## src/rtl/uart_tx_fifo_pkg.sv

```systemverilog
// Shared UART definitions: serializer state encoding and default timing.
// The receive side is expected to import the same defaults.
package uart_tx_fifo_pkg;

    localparam int DEFAULT_CLKS_PER_BIT = 104;
    localparam int DEFAULT_FIFO_DEPTH   = 8;
    localparam int DEFAULT_FIFO_AW      = 3;

    typedef enum logic [1:0] {
        ST_IDLE  = 2'd0,
        ST_START = 2'd1,
        ST_DATA  = 2'd2,
        ST_STOP  = 2'd3
    } tx_state_e;

    // Line level driven while the serializer sits in a given state.
    function automatic logic tx_level(input tx_state_e st, input logic data_bit);
        case (st)
            ST_START: tx_level = 1'b0;
            ST_DATA:  tx_level = data_bit;
            default:  tx_level = 1'b1;
        endcase
    endfunction

endpackage

```

## src/rtl/uart_tx_fifo_sync_fifo.sv

```systemverilog
// Single-clock FIFO with first-word-fall-through read and a registered full flag.
// Writes are not guarded here; the parent never writes while full.
module sync_fifo #(
    parameter int WIDTH = 8,
    parameter int DEPTH = 8,
    parameter int AW    = 3
) (
    input  logic             i_clk,
    input  logic             i_rst,
    input  logic             i_wr_en,
    input  logic [WIDTH-1:0] i_wr_data,
    input  logic             i_rd_en,
    output logic [WIDTH-1:0] o_rd_data,
    output logic [AW:0]      o_count,
    output logic             o_full,
    output logic             o_empty
);

    logic [WIDTH-1:0] r_mem [DEPTH];
    logic [AW-1:0]    r_wr_ptr;
    logic [AW-1:0]    r_rd_ptr;
    logic [AW:0]      r_count;
    logic [AW:0]      w_count_nxt;
    logic             r_full;

    always_comb begin
        w_count_nxt = r_count;
        if (i_wr_en && !i_rd_en) begin
            w_count_nxt = r_count + 1'b1;
        end else if (!i_wr_en && i_rd_en) begin
            w_count_nxt = r_count - 1'b1;
        end
    end

    always_ff @(posedge i_clk) begin
        if (i_wr_en) begin
            r_mem[r_wr_ptr] <= i_wr_data;
        end
    end

    // Pointers are AW bits wide, so they wrap modulo DEPTH on their own.
    always_ff @(posedge i_clk or posedge i_rst) begin
        if (i_rst) begin
            r_wr_ptr <= '0;
            r_rd_ptr <= '0;
            r_count  <= '0;
            r_full   <= 1'b0;
        end else begin
            if (i_wr_en) begin
                r_wr_ptr <= r_wr_ptr + 1'b1;
            end
            if (i_rd_en) begin
                r_rd_ptr <= r_rd_ptr + 1'b1;
            end
            r_count <= w_count_nxt;
            r_full  <= (w_count_nxt == (AW+1)'(DEPTH));
        end
    end

    assign o_rd_data = r_mem[r_rd_ptr];
    assign o_count   = r_count;
    assign o_full    = r_full;
    assign o_empty   = (r_count == '0);

endmodule

```

## src/rtl/uart_tx_fifo.sv

```systemverilog
// Buffered 8N1 UART transmitter: CPU-side byte strobe into a FIFO, serialized on o_tx.
//
// state    | meaning
// ST_IDLE  | line high, waiting for a queued byte
// ST_START | start bit (low) for one bit period
// ST_DATA  | eight data bits, LSB first
// ST_STOP  | stop bit (high); chains straight into the next start bit if data is queued
module uart_tx_fifo
    import uart_tx_fifo_pkg::*;
#(
    parameter int CLKS_PER_BIT = DEFAULT_CLKS_PER_BIT,
    parameter int FIFO_DEPTH   = DEFAULT_FIFO_DEPTH,
    parameter int FIFO_AW      = DEFAULT_FIFO_AW
) (
    input  logic       i_clk,
    input  logic       i_rst,
    input  logic [7:0] i_tx_byte,
    input  logic       i_transmit,
    output logic       o_is_transmitting,
    output logic       o_tx_idle,
    output logic       o_overflow,
    output logic       o_tx
);

    localparam int BAUD_W = (CLKS_PER_BIT > 1) ? $clog2(CLKS_PER_BIT) : 1;
    localparam logic [BAUD_W-1:0] BAUD_LAST = BAUD_W'(CLKS_PER_BIT - 1);

    tx_state_e         r_state;
    tx_state_e         w_state_nxt;
    logic [BAUD_W-1:0] r_baud;
    logic [BAUD_W-1:0] w_baud_nxt;
    logic [7:0]        r_shift;
    logic [7:0]        w_shift_nxt;
    logic [2:0]        r_bit_idx;
    logic [2:0]        w_bit_nxt;
    logic              r_tx;
    logic              w_tx_nxt;
    logic              r_overflow;

    logic              w_wr_en;
    logic              w_pop;
    logic              w_bit_end;
    logic [7:0]        w_rd_data;
    logic [FIFO_AW:0]  w_count;
    logic              w_full;
    logic              w_empty;

    // A strobe while full is dropped even if a pop frees a slot on the same edge.
    assign w_wr_en = i_transmit && !w_full;

    sync_fifo #(
        .WIDTH (8),
        .DEPTH (FIFO_DEPTH),
        .AW    (FIFO_AW)
    ) u_fifo (
        .i_clk     (i_clk),
        .i_rst     (i_rst),
        .i_wr_en   (w_wr_en),
        .i_wr_data (i_tx_byte),
        .i_rd_en   (w_pop),
        .o_rd_data (w_rd_data),
        .o_count   (w_count),
        .o_full    (w_full),
        .o_empty   (w_empty)
    );

    assign w_bit_end = (r_baud == '0);

    always_comb begin
        w_state_nxt = r_state;
        w_baud_nxt  = r_baud;
        w_shift_nxt = r_shift;
        w_bit_nxt   = r_bit_idx;
        w_pop       = 1'b0;

        if (r_state != ST_IDLE && !w_bit_end) begin
            w_baud_nxt = r_baud - 1'b1;
        end

        case (r_state)
            ST_IDLE: begin
                if (w_count != '0) begin
                    w_pop       = 1'b1;
                    w_shift_nxt = w_rd_data;
                    w_baud_nxt  = BAUD_LAST;
                    w_state_nxt = ST_START;
                end
            end
            ST_START: begin
                if (w_bit_end) begin
                    w_bit_nxt   = '0;
                    w_baud_nxt  = BAUD_LAST;
                    w_state_nxt = ST_DATA;
                end
            end
            ST_DATA: begin
                if (w_bit_end) begin
                    w_baud_nxt  = BAUD_LAST;
                    w_shift_nxt = {1'b0, r_shift[7:1]};
                    if (r_bit_idx == 3'd7) begin
                        w_state_nxt = ST_STOP;
                    end else begin
                        w_bit_nxt = r_bit_idx + 3'd1;
                    end
                end
            end
            ST_STOP: begin
                if (w_bit_end) begin
                    if (w_count != '0) begin
                        w_pop       = 1'b1;
                        w_shift_nxt = w_rd_data;
                        w_baud_nxt  = BAUD_LAST;
                        w_state_nxt = ST_START;
                    end else begin
                        w_state_nxt = ST_IDLE;
                    end
                end
            end
            default: begin
                w_state_nxt = ST_IDLE;
            end
        endcase

        // tx is registered from the next state so the line changes on the state edge.
        w_tx_nxt = tx_level(w_state_nxt, w_shift_nxt[0]);
    end

    always_ff @(posedge i_clk or posedge i_rst) begin
        if (i_rst) begin
            r_state    <= ST_IDLE;
            r_baud     <= '0;
            r_shift    <= '0;
            r_bit_idx  <= '0;
            r_tx       <= 1'b1;
            r_overflow <= 1'b0;
        end else begin
            r_state    <= w_state_nxt;
            r_baud     <= w_baud_nxt;
            r_shift    <= w_shift_nxt;
            r_bit_idx  <= w_bit_nxt;
            r_tx       <= w_tx_nxt;
            r_overflow <= r_overflow || (i_transmit && w_full);
        end
    end

    assign o_tx              = r_tx;
    assign o_overflow        = r_overflow;
    assign o_is_transmitting = w_full;
    assign o_tx_idle         = w_empty && (r_state == ST_IDLE);

endmodule

```

## config.mk

```make
export PLATFORM = sky130hd
export DESIGN_NAME = uart_tx_fifo
export DESIGN_NICKNAME = d
export VERILOG_FILES = /design/src/rtl/uart_tx_fifo_pkg.sv /design/src/rtl/uart_tx_fifo_sync_fifo.sv /design/src/rtl/uart_tx_fifo.sv
export SDC_FILE = /design/constraint.sdc
export NUM_CORES = 1
export LEC_CHECK = 0
export CAP_MARGIN = 20
export CORE_UTILIZATION = 55
export DETAILED_ROUTE_END_ITERATION = 16
export HOLD_SLACK_MARGIN = 0.06
export PLACE_DENSITY = 0.87
export SYNTH_ARGS = -nofsm -noshare
export SYNTH_HDL_FRONTEND = slang
export SYNTH_SLANG_ARGS = --single-unit
```

## constraint.sdc

```tcl
create_clock -name i_clk -period 2.2 [get_ports i_clk]
set_input_delay 0.55 -clock i_clk [delete_from_list [all_inputs] [get_ports i_clk]]
set_output_delay 0.55 -clock i_clk [all_outputs]
set_load 0.01 [all_outputs]
```

* Yosys cells after proc, flatten, opt, wreduce, memory -nomap -nowiden *
Memory sizes are Yosys's and may differ from the RTL's.
Index checks and enable logic that the tools add are counted.

storage, ports and cells
  output and inout port bits = 4
  register bits = 33
  bits of input ports = 11
  memories = 1
  bits in writable memories = 64

operators by class
  reduce and logical (&&, ||, !) cells = 21
  equal/unequal tests = 11
  multiplexer cells = 28
  add/sub/neg operators = 6

memories
  name          depth  bits a word  read ports  clocked after Yosys merged registers in  wr ports  line                          source
  u_fifo.r_mem  8      8            1           0                                        1         uart_tx_fifo_sync_fifo.sv:19  logic [WIDTH-1:0] r_mem [DEPTH];

operator list
  operator                                                                count
  7-bit two-way mux                                                       4
  8-bit two-way mux                                                       3
  8-bit case mux with 3 select lines                                      1
  7-bit case mux with 3 select lines                                      1
  2-bit two-way mux                                                       5
  3-bit by 1-bit adder with 3-bit output (second input constant)          3
  3-bit two-way mux                                                       3
  4-bit two-way mux                                                       2
  2-bit inequality test (second input constant)                           4
  2-bit case mux with 4 select lines                                      1
  7-bit logical NOT                                                       1
  7-bit by 1-bit subtractor with 7-bit output (second input constant)     1
  2-bit equality test (second input constant)                             3
  1-bit logical AND                                                       6
  3-bit case mux with 2 select lines                                      1
  1-bit two-way mux                                                       5
  4-bit by 1-bit adder with 4-bit output (second input constant)          1
  2-bit by 1-bit equality test with 1-bit output (second input constant)  2
  4-bit equality test (second input constant)                             1
  1-bit logical NOT                                                       4
  4-bit logical NOT                                                       1
  1-bit case mux with 2 select lines                                      2
  4-bit AND reduction                                                     1
  2-bit nonzero test                                                      2
  other kinds (8)                                                         8

* Depth between registers and ports, before layout *
Gate-level depths: netlist of run 1.

  word-level depth = 8
  gate-level depth with buffers = 8
  mapped depth without buffers = 7

* By module *
Synthesis of run 1 repeated with hierarchy kept, for this count alone.

unflattened totals
  cell total of the unflattened synthesis = 303
  area, all modules = 4546.9 um^2

modules (own cells, without submodules)
  module        area an instance (um^2)  instances  cells an instance
  sync_fifo     3106.7                   1          157
  uart_tx_fifo  1440.1                   1          146

* Worst setup path after synthesis of run 1 *
Ideal clock, no wire load.

  kind = input port to flip-flop
  start point = input i_transmit
  end point = memory u_fifo.r_mem[6][0], enable pin
  arrival time = 1.837 ns
  stages on the path = 4
  path buffers = 1
  setup slack = -0.022 ns
  cells stage by stage = nor2b_1 > buf_1 > nand2_1 > nor3b_1

between the ends
  word-level cells in the longest chain between the ends = 3

ends and longest elaborated chain
  item                                     line                          source
  start, declared                          uart_tx_fifo.sv:18            input logic i_transmit,
  1-bit logical AND                        uart_tx_fifo.sv:49            assign w_wr_en = i_transmit && !w_full;
  1-bit two-way mux                        uart_tx_fifo_sync_fifo.sv:36  if (i_wr_en) begin
  1-bit two-way mux (not written as such)  uart_tx_fifo_sync_fifo.sv:37  r_mem[r_wr_ptr] <= i_wr_data;
  end, declared                            uart_tx_fifo_sync_fifo.sv:19

No other way between the ends.

* Final worst setup path of run 1 *
  start point = register u_fifo.r_count[1], in the netlist u_fifo.o_count[1]
  end point = output o_tx_idle

between the ends
  word-level cells in the longest chain between the ends = 2

ends and longest elaborated chain
  item                    line                          source
  start, declared         uart_tx_fifo_sync_fifo.sv:22  logic [AW:0] r_count;
  start signal, assigned  uart_tx_fifo_sync_fifo.sv:55  r_count <= w_count_nxt;
  4-bit logical NOT       uart_tx_fifo_sync_fifo.sv:63  assign o_empty = (r_count == '0);
  1-bit logical AND       uart_tx_fifo.sv:149           assign o_tx_idle = w_empty && (r_state == ST_IDLE);
  end, declared           uart_tx_fifo.sv:20            output logic o_tx_idle,

No other way between the ends.

==> impl_results.md, run 1 <==
* Via Count at 2751
* GPL Wtd Cong at 0.8235
* Max-slew violation count at 0
* Fin crit share at 97.79%
* CTS tree: yes
* Leak at 1.854 nW
* Syn Inst Count at 306
* Initial antenna violation count at 0
* Final Hold Fails at 0
* CP peak stage delay at 0.41 ns
* Fmax at 464.8 MHz
* Ys Warns at 0
* Root Buffer: clkbuf_8
* DR WL/cell at 18.08 um
* Yosys reg bits at 97
* Congestion Overflow GR at 0
* Die Area at 8391 um^2
* Worst setup EP type: output port
* EDFF count, synth at 64
* Antenna diodes at 0
* Worst Path Required at 1.65 ns
* Reg2reg path depth at 7
* Post-DRT Antenna Nets at 0
* # port buffers at 14
* Top Ports at 15
* Class of the worst hold path: flop to flop
* Fraction of layout cells with a size suffix above 1 at 25.97%
* Pwr Density at 861.4 nW/um^2
* Critical path arrival at 1.60 ns
* Skew-Pair Late Insertion Delay at 0.37 ns
* Die Y at 91.60 um
* Area growth syn-to-layout at 17.65%
* Worst R2R Setup Slack at 0.07 ns
* Initial cell density of the core at 57.14%
* Syn Std Cell Area at 4415 um^2
* DP Cell Count at 442
* CTS sink cnt at 97
* Placed wire-length estimate at 5.604 mm
* CP Class: flop to output port
* Vias in the first global route at 2776
* Slowest stage cell, crit path: dfrtp_1
* All-Layer GR Usage at 21.76%
* DRC viols at 0
* Netlist cell types at 56
* Area leader, netlist: edfxtp_1
* Clk_skew at 0.01427 ns
* RR Endpoint: o_tx
* R2r startpoint: r_baud[1]
* Largest net degree at the start of global routing at 34
* Minimum clock period at 2.151 ns
* Pre-CTS setup slack at -0.1370 ns
* CORE AREA at 7727 um^2
* Via/cell ratio at 5.929
* Critical-path cell list: inv_2, ha_4, or3b_4, nor2_4, buf_6
* Clock slew at reported path FFs at 0.10 ns
* Slew at the pin closest to its max-slew limit at 0.5118 ns
* Hold path cells at 1
* Worst-path fanout max at 3
* Num CTS Buffers at 9
* Ys async rst share at 34.02%
* Register area share after synthesis at 62.26%
* Site Rows at 32
* First-pass GRT wire length at 13.60 mm
* Hold_buf cts at 0
* Dominant synthesized flop cell: edfxtp_1
* Unrepaired setup endpoints after global routing: true
* Syn_nets at 328
* Final Net Count at 379
* Commonest cells post-synth: edfxtp_1 (64), dfrtp_1 (32), nand2_1 (20)
* Setup ws final at 0.04872 ns
* Count of TritonRoute iterations in the first routing pass at 4
* Htree depth at 3
* Hold Crit Start: o_overflow
* Avg Cell Area, Syn at 14.43 um^2
* Leading post-synthesis cells by cell area: edfxtp_1 (44%), dfrtp_1 (18%), mux4_2 (8.2%)
* Max Cap Violations at 0
* Die Wd at 91.60 um
* Iter 0 DRT Violations at 181
* Clock Tree Buf Depth at 2
* Count leader, synth: edfxtp_1
* Post-synth top area share at 43.53%
* Rel. slew slack at 65.44%
* Post-route insts no fill at 464
* WHS Endpoint: o_overflow
* Startpoint Class: flop
* Min Hold Slack at 0.4746 ns
* Peak VDD IR at 0.0006883 V
* Setup violators final at 0
* Final WL at 8.390 mm
* Status: completed
-- power by group --
group	internal (mW)	switching (mW)
logic	0.479	0.475
clock network	0.456	0.701
registers	2.22	0.143
-- metrics by stage --
step           utilization, %  power [mW]  cell area [um^2]  setup TNS (ns)
2_1_floorplan               -       2.869              4425               0
3_3_place_gp            63.36       3.206              4896         -0.7249
3_5_place_dp            63.36       3.256              4896          -1.271
4_1_cts                 66.73       4.485              5156               0
5_1_grt                 67.23       4.660              5195        -0.01884
6_report                67.23       4.475              5195               0
-- registers in the layout (all words and copies together), names as in the netlist, 2 cells and up --
register / cells
r_state: 2
u_fifo.r_mem: 64
u_fifo.o_count: 4
r_bit_idx: 3
u_fifo.r_wr_ptr: 3
r_baud: 7
u_fifo.r_rd_ptr: 3
r_shift: 8
-- layout make-up --
class / instances / area [um^2]
flip-flops and latches: 97 / 2749
fillers: 531 / 2532
multi-input cells: 187 / 1633
repair buffers: 53 / 446.7
well taps: 102 / 127.6
clock buffers: 9 / 123.9
clock inverters: 7 / 81.33
inverters: 9 / 33.78
-- logic make-up after synthesis --
kind of cell | synth area share [%]
muxes | 10.23
adders and majority gates | 3.344
and+or+nand+nor | 10.65
DFF | 62.26
AOI/OAI and AO/OA | 9.465
xor gates and xnor gates | 1.983
buffers and inverters | 2.069
-- how the worst max path moves through the flow --
| stage | start | endpoint | slack (ns) |
|---|---|---|---|
| final | u_fifo.o_count[1] | o_tx_idle | 0.05 |
| after floorplan | i_transmit | u_fifo.r_mem[2][0] | 0.03 |
| after CTS | r_baud[0] | o_tx | 0.004 |
| after detailed placement | u_fifo.o_count[1] | o_tx_idle | -0.14 |
| after global routing | u_fifo.o_count[1] | o_tx_idle | -0.02 |
| after global placement | u_fifo.o_count[0] | o_tx_idle | -0.09 |
-- critical path: cells and delay by family, from the launching register on --
kind / cells / cell delay (ns)
buffers and inverters: 2 / 0.20
AND/OR/NAND/NOR: 2 / 0.50
flip-flops: 1 / 0.41
adder cells (fa/ha/maj): 1 / 0.13
-- routing by layer --
metal  share of wire (%)  up-vias  track usage [%]
li1                    -     1290                -
met1                  41     1385            25.42
met2                  54       64            39.04
met3                 3.5       12            4.941
met4                 1.4        0            7.937
met5                   0        -                0
-- what timing repair did --
action / 4_1_cts / 5_1_grt
gates resized for setup: 13 / 3
setup endpoints to repair: 5 / 12
pin swaps: 1 / 4
buffers inserted: 3 / 3
endpoints found under the hold margin: 0 / 0
-- cells in the final DEF (no fill, tap or decap), drive strengths merged, types with 6 or more instances in the layout --
cell type / count
nor2: 17
clkbuf: 9
dfrtp: 32
ha: 11
a221o: 6
edfxtp: 64
inv: 13
nand2: 20
mux4: 16
a21oi: 13
nor2b: 8
buf: 40
xnor2: 10
nor3: 11
mux2i: 8
o21ai: 10
clkdlybuf4s50: 13
Note: power is estimated with default switching activity, not from simulation.
==> run 2: changes to the inputs <==
--- a/config.mk
+++ b/config.mk
@@ -12,4 +12,5 @@
 export PLACE_DENSITY = 0.87
 export SYNTH_ARGS = -nofsm -noshare
 export SYNTH_HDL_FRONTEND = slang
+export SYNTH_HIERARCHICAL = 1
 export SYNTH_SLANG_ARGS = --single-unit
==> run 2 against run 1 <==
  * Core utilization shrank 0.25 points
  * Clock skew shrank 0.0021 ns
  * First-iteration DRC count shrank 34%
  * Sequential share of layout area shrank 0.59 points
  * Count of clock-buffer cells in the layout is the same
  * Via count shrank 2.8%
  * Clock power is essentially flat
==> impl_results.md, run 2 <==
* Status: completed
* Ys Warns at 6 (+6)
* Fin crit share at 95.72% (-2.1 points)
* R2r startpoint: r_baud[0]
* Hold Crit Start: o_overflow
* Setup violators final at 0 (unchanged)
* WHS Endpoint: o_overflow
* Dominant synthesized flop cell: edfxtp_1
* Syn Std Cell Area at 4547 um^2 (+3.0%)
* Root Buffer: clkbuf_8
* Critical path arrival at 1.56 ns (-0.04 ns)
* Post-synth top area share at 42.27% (-1.3 points)
* Site Rows at 32 (unchanged)
* Comb pwr share at 40.4% (+19 points)
* Max Cap Violations at 0 (unchanged)
* Unrepaired setup endpoints after global routing: true
* Clock slew at reported path FFs at 0.10 ns (about the same)
* Post-synthesis mux area share at 13.76% (+3.5 points)
* Leak at 2.052 nW (+11%)
* Compound-gate portion of the synthesized area at 8.228% (-1.2 points)
* Worst R2R Setup Slack at 0.10 ns (+0.03 ns)
* Avg Cell Area, Syn at 15.01 um^2 (+4.0%)
* Rel. slew slack at 57.19% (-8.2 points)
* Fraction of layout cells with a size suffix above 1 at 25.14% (-0.83 points)
* Startpoint Class: flop
* Hold_buf cts at 0 (unchanged)
* Clock Tree Buf Depth at 2 (unchanged)
* Slowest stage cell, crit path: dfrtp_1
* RR Endpoint: u_fifo/o_full
* Yosys reg bits at 97 (unchanged)
* Syn_nets at 326 (-0.61%)
* Vias in the first global route at 2730 (-1.7%)
* Count leader, synth: edfxtp_1
* Most frequent cells in the layout: edfxtp_1 (64), buf_4 (32), dfrtp_1 (31)
* # port buffers at 14 (unchanged)
* GPL Wtd Cong at 0.8893 (+8.0%)
* Antenna diodes at 0 (unchanged)
* Commonest cells post-synth: edfxtp_1 (64), dfrtp_1 (32), nor2_1 (19)
* Buf/Inv on CP at 2 (unchanged)
* DR WL/cell at 18.82 um (+4.1%)
* Worst setup EP type: output port
* Minimum clock period at 2.106 ns (-0.04552 ns)
* Biggest regs: u_fifo/r_mem (64), r_shift (8), r_baud (7)
* Top Ports at 15 (unchanged)
* Area leader, netlist: edfxtp_1
* Simple-Gate Fraction of Synth Area at 8.778% (-1.9 points)
* Xor and xnor area share after synthesis at 2.504% (+0.52 points)
* Skew-Pair Late Insertion Delay at 0.37 ns (about the same)
* Max FFs per register at 64 (unchanged)
* Hold path cells at 1 (unchanged)
* Die Wd at 92.93 um (+1.4%)
* Final Hold Fails at 0 (unchanged)
* Peak VDD IR at 0.0006664 V (-3.2%)
* Iter 0 DRT Violations at 119 (-34%)
* Fmax at 474.9 MHz (+2.2%)
* Max-slew violation count at 0 (unchanged)
* Placed wire-length estimate at 6.009 mm (+7.2%)
* Final WL at 8.580 mm (+2.3%)
* All-Layer GR Usage at 22.29% (+0.53 points)
* Htree depth at 3 (unchanged)
* CP Class: flop to output port
* CTS tree: yes
* Critical-path cell list: inv_1, ha_2, nor3b_2, and2_4, clkdlybuf4s15_2
* Class of the worst hold path: flop to flop
* Internal power at 4.223 mW (+34%)
* Main combinational cell family by area after synthesis: multiplexers
* Adder-Cell Fraction of Synth Area at 3.302% (-0.042 points)
* Leading post-synthesis cells by cell area: edfxtp_1 (42%), dfrtp_1 (18%), mux4_1 (9.2%)
* Netlist cell types at 56 (unchanged)
* CORE AREA at 7848 um^2 (+1.6%)
* Syn Inst Count at 303 (-0.98%)
* Register area share after synthesis at 60.46% (-1.8 points)
* CP peak stage delay at 0.41 ns (about the same)
* Top reg by flops: u_fifo/r_mem
* Area after DPL at 5002 um^2 (+2.2%)
* EDFF count, synth at 64 (unchanged)
* Finished layout cell area at 5256 um^2 (+1.2%)
* Commonest non-fill, non-tap cell in the layout: edfxtp_1
* Clock power frac at 17.4% (-8.5 points)
* Area growth syn-to-layout at 15.60%
* Switch Pwr at 2.378 mW (+80%)
* Initial cell density of the core at 57.94% (+0.80 points)
* Crit path max-delay family: flip-flops
* Switching share of power at 36.02% (+6.5 points)
* Num CTS Buffers at 9 (unchanged)
* Total Power at 6.600 mW (+47%)
* Slew at the pin closest to its max-slew limit at 0.6421 ns (+0.1304 ns)
* Pwr Density at 1256 nW/um^2 (+46%)
* Largest net degree at the start of global routing at 21 (-38%)
* Congestion Overflow GR at 0 (unchanged)
* First-pass GRT wire length at 14.21 mm (+4.5%)
* Count of TritonRoute iterations in the first routing pass at 4 (unchanged)
* Final Net Count at 372 (-1.8%)
* Ys async rst share at 34.02% (unchanged)
* Reg2reg path depth at 9 (+2)
* Post-DRT Antenna Nets at 0 (unchanged)
* CTS sink cnt at 97 (unchanged)
* Via/cell ratio at 5.864 (-1.1%)
* Worst Path Required at 1.65 ns (about the same)
* Die Y at 92.93 um (+1.4%)
* DRC viols at 0 (unchanged)
* Seq pwr share at 42.1% (-11 points)
* Die Area at 8635 um^2 (+2.9%)
* Worst-path fanout max at 2 (-1)
* Via Count at 2674 (-2.8%)
* Clk_skew at 0.01217 ns (-0.002098 ns)
* Initial antenna violation count at 0 (unchanged)
==> run 2: cell count changes after synthesis, sizes merged, moves of 4 or more <==
cell / previous run / this run
a21oi: 13 / 6
a221o: 6 / 1
a22o: 1 / 12
a31oi: 5 / 1
inv: 9 / 14
mux2: 1 / 12
nand2: 20 / 16
nand3: 0 / 4
nor2: 17 / 21
nor2b: 8 / 2
nor4b: 4 / 0
o21ai: 10 / 15
xnor2: 10 / 4
xor2: 0 / 9
==> run 2: repair_timing <==
action / CTS / global route
gates resized for setup: 4 / 9
buffers inserted: 0 / 3
pin swaps: 1 / 2
setup endpoints to repair: 1 / 4
==> run 2: cell type report <==
cell class	instances	area, um^2
sequential	97	2750
timing repair buffer	48	421.7
multi-input combinational	179	1698
clock inverter	7	82.58
tap	102	127.6
clock buffer	9	123.9
inverter	14	52.55
fill	544	2591
==> run 2: kinds of logic after synthesis <==
kind of cell | after synthesis
flops | 97
simple gates | 69
compound gates | 50
mux | 35
buf+inv | 27
xor+xnor | 13
fa+ha+maj | 12
==> run 2: worst max path at each step <==
stage,from,end,depth (start not counted)
5_1_grt,r_baud[2],u_fifo/o_full,7
6_report,u_fifo/o_count[1],o_tx_idle,5
3_5_place_dp,r_baud[1],u_fifo/o_full,10
3_3_place_gp,i_transmit,u_fifo/r_mem[6][4],6
2_1_floorplan,r_state[1],u_fifo/o_full,9
4_1_cts,r_baud[1],u_fifo/o_full,10
==> run 2: per-layer routing <==
metal	vias to the layer above	global-route usage, %	part of all wire, %
met5	-	0	0
met4	0	8.462	1.3
met3	14	5.090	4.7
met2	61	36.64	52
met1	1341	28.95	42
li1	1258	-	-
==> run 2: power by group through the flow <==
stage	logic, mW	registers (mW)	clock network [mW]
after floorplan	1.87	2.70	0
after global placement	2.48	2.77	0
after detailed placement	2.59	2.80	0
after CTS	2.61	2.77	1.18
after global routing	2.90	2.83	1.25
final	2.67	2.78	1.15
==> run 2: through the flow <==
| step | hold WS [ns] | setup slack, ns | instances | util (%) | TNS (ns) |
|---|---|---|---|---|---|
| floorplan | 0.4024 | -0.005348 | 303 | - | -0.005348 |
| global placement | 0.4454 | 0.07066 | 437 | 63.74 | 0 |
| detailed placement | 0.4476 | 0.02525 | 437 | 63.74 | 0 |
| CTS | 0.4716 | 0.001674 | 453 | 66.45 | 0 |
| global route | 0.5245 | 0.009007 | 456 | 66.98 | 0 |
| finish | 0.4854 | 0.09425 | 456 | 66.98 | 0 |
==> run 3: changes to the inputs <==
--- a/config.mk
+++ b/config.mk
@@ -5,11 +5,12 @@
 export SDC_FILE = /design/constraint.sdc
 export NUM_CORES = 1
 export LEC_CHECK = 0
-export CAP_MARGIN = 20
+export CAP_MARGIN = 40
 export CORE_UTILIZATION = 55
 export DETAILED_ROUTE_END_ITERATION = 16
 export HOLD_SLACK_MARGIN = 0.06
 export PLACE_DENSITY = 0.87
+export REMOVE_ABC_BUFFERS = 1
 export SYNTH_ARGS = -nofsm -noshare
 export SYNTH_HDL_FRONTEND = slang
 export SYNTH_HIERARCHICAL = 1
==> run 3 against run 2 <==
  * Cell count rose by 0.22%
  * Register-to-register slack got worse by 0.09 ns
  * Hold slack got worse by 0.021 ns
  * Setup slack got worse by 0.080 ns
  * Wire length fell by 2.3%
  * Non-clock buffer count rose by 1
==> impl_results.md, run 3 (synthesis results as in run 2) <==
* Initial cell density of the core at 57.94% (unchanged)
* Final Net Count at 373 (+0.27%)
* Skew-Pair Late Insertion Delay at 0.36 ns (about the same)
* Hold_buf cts at 0 (unchanged)
* Pre-CTS setup slack at 0.02437 ns (-0.0008804 ns)
* Clock slew at reported path FFs at 0.11 ns (about the same)
* Die Area at 8635 um^2 (unchanged)
* Rel. slew slack at 60.07% (+2.9 points)
* Max Cap Violations at 0 (unchanged)
* Die Y at 92.93 um (unchanged)
* Max FFs per register at 64 (unchanged)
* Worst setup EP type: flop
* GPL Wtd Cong at 0.8163 (-8.2%)
* Vias in the first global route at 2724 (-0.22%)
* Via Count at 2691 (+0.64%)
* Critical path arrival at 2.45 ns (+0.89 ns)
* CORE AREA at 7848 um^2 (unchanged)
* Biggest regs: u_fifo/r_mem (64), r_shift (8), r_baud (7)
* Num CTS Buffers at 9 (unchanged)
* Fin crit share at 99.35% (+3.6 points)
* Seq pwr share at 42.5% (+0.4 points)
* Switch Pwr at 2.348 mW (-1.3%)
* Switching share of power at 35.84% (-0.19 points)
* Post-route insts no fill at 457 (+0.22%)
* Iter 0 DRT Violations at 155 (+30%)
* Max-slew violation count at 0 (unchanged)
* Initial antenna violation count at 0 (unchanged)
* Site Rows at 32 (unchanged)
* Congestion Overflow GR at 0 (unchanged)
* Top Ports at 15 (unchanged)
* Unrepaired setup endpoints after global routing: true
* Pwr Density at 1254 nW/um^2 (-0.17%)
* Setup violators final at 0 (unchanged)
* Final core utilization at 66.60% (-0.38 points)
* Top reg by flops: u_fifo/r_mem
* Comb pwr share at 40.2% (-0.2 points)
* Commonest non-fill, non-tap cell in the layout: edfxtp_1
* Internal power at 4.204 mW (-0.44%)
* Htree depth at 3 (unchanged)
* Final Hold Fails at 0 (unchanged)
* First-pass GRT wire length at 14.04 mm (-1.2%)
* Count of TritonRoute iterations in the first routing pass at 7 (+3)
* Setup ws final at 0.01423 ns (-0.08002 ns)
* Worst Path Required at 2.46 ns (+0.81 ns)
* Startpoint Class: flop
* # port buffers at 14 (unchanged)
* Clock Tree Buf Depth at 2 (unchanged)
* Most frequent cells in the layout: edfxtp_1 (64), buf_4 (34), dfrtp_1 (30)
* Clock power frac at 17.3% (about the same)
* Die Wd at 92.93 um (unchanged)
* Leak at 2.049 nW (-0.16%)
* Minimum clock period at 2.186 ns (+0.08002 ns)
* CP Class: flop to flop
* Clk_skew at 0.009467 ns (-0.002700 ns)
* Placed wire-length estimate at 5.764 mm (-4.1%)
* Worst-path fanout max at 4 (+2)
* Fmax at 457.5 MHz (-3.7%)
* DR WL/cell at 18.34 um (-2.5%)
* Setup TNS at 0 ns (unchanged)
* DP Cell Count at 439 (+0.46%)
* Status: completed
* Peak VDD IR at 0.0006549 V (-1.7%)
* Fraction of layout cells with a size suffix above 1 at 23.94% (-1.2 points)
* Largest net degree at the start of global routing at 23 (+9.5%)
* Slew at the pin closest to its max-slew limit at 0.5989 ns (-0.04321 ns)
* Post-DRT Antenna Nets at 0 (unchanged)
* Final WL at 8.383 mm (-2.3%)
* Antenna diodes at 0 (unchanged)
* Class of the worst hold path: flop to flop
* All-Layer GR Usage at 21.95% (-0.35 points)
* Area growth syn-to-layout at 14.94%
* DRC viols at 0 (unchanged)
* CTS sink cnt at 97 (unchanged)
* Via/cell ratio at 5.888 (+0.42%)
* CTS tree: yes
* Root Buffer: clkbuf_8
* Fillers at 533 (-2.0%)
run 3: cell count changes in the layout (fill, tap and decap cells not counted), moves of 2 or more:
cell      before  now
buf_4         32   34
nor3_2         4    2
nor3_1         5    7
inv_6          0    2
clkinv_8       2    0
run 3: final cells by class:
cell class                      instances  area, um^2  area share, %
Clock buffer                            9       123.9          2.370
Clock inverter                          7       67.56          1.293
Inverter                               14       52.55          1.006
Multi-Input combinational cell        179        1689          32.32
Sequential cell                        97        2751          52.65
Tap cell                              102       127.6          2.442
Timing Repair Buffer                   49       414.1          7.924
run 3: repair_timing:
action,in CTS,in global routing
setup buffers,0,2
pin swaps,0,6
resized for setup,4,8
setup endpoints to repair,2,2
cloned,0,0
run 3: power by group through the flow:
stage	logic, mW	registers, mW	clock network, mW
after floorplan	1.65	2.80	0
after global placement	2.45	2.77	0
after global routing	2.88	2.84	1.23
after detailed placement	2.53	2.81	0
after CTS	2.58	2.77	1.15
final	2.64	2.78	1.13
run 3: per-layer routing:
layer | part of all wire (%) | wire length (um) | track usage [%] | vias to the layer above
li1 | - | - | - | 1262
met1 | 43 | 3617 | 28.17 | 1365
met2 | 52 | 4339 | 36.83 | 54
met3 | 3.4 | 283 | 4.269 | 10
met4 | 1.7 | 142 | 8.718 | 0
met5 | 0 | 0 | 0 | -
run 3: worst max-delay path, cell delays in order, from the launching register on:
cell and delay (ns):
dfrtp_2 0.46, nor4_4 0.35, a31oi_4 0.14, nor3_2 0.23, buf_4 0.15, and4b_1 0.18
a22o_1 0.21, xor2_1 0.15, and4b_1 0.21
run 3: through the flow:
stage / power [mW] / hold slack [ns] / cell area [um^2]
floorplan: 4.446 / 0.4024 / 4464
global placement: 5.217 / 0.4369 / 4992
detailed placement: 5.337 / 0.4440 / 4992
CTS: 6.504 / 0.4678 / 5192
global route: 6.949 / 0.4926 / 5226
finish: 6.552 / 0.4640 / 5226
run 3: path summary, 6_finish.rpt:
path                       startpoint                 end  slack (ns)  cells after the start
setup reg to reg            r_baud[4]       u_fifo/o_full        0.01                      8
setup / recovery            r_baud[4]       u_fifo/o_full        0.01                      8
min in group asynchronous       i_rst  u_fifo/r_rd_ptr[2]        0.50                      2
hold / removal             o_overflow          o_overflow        0.46                      1
hold reg to reg            o_overflow          o_overflow        0.46                      1
max in group asynchronous       i_rst                o_tx        1.36                      3
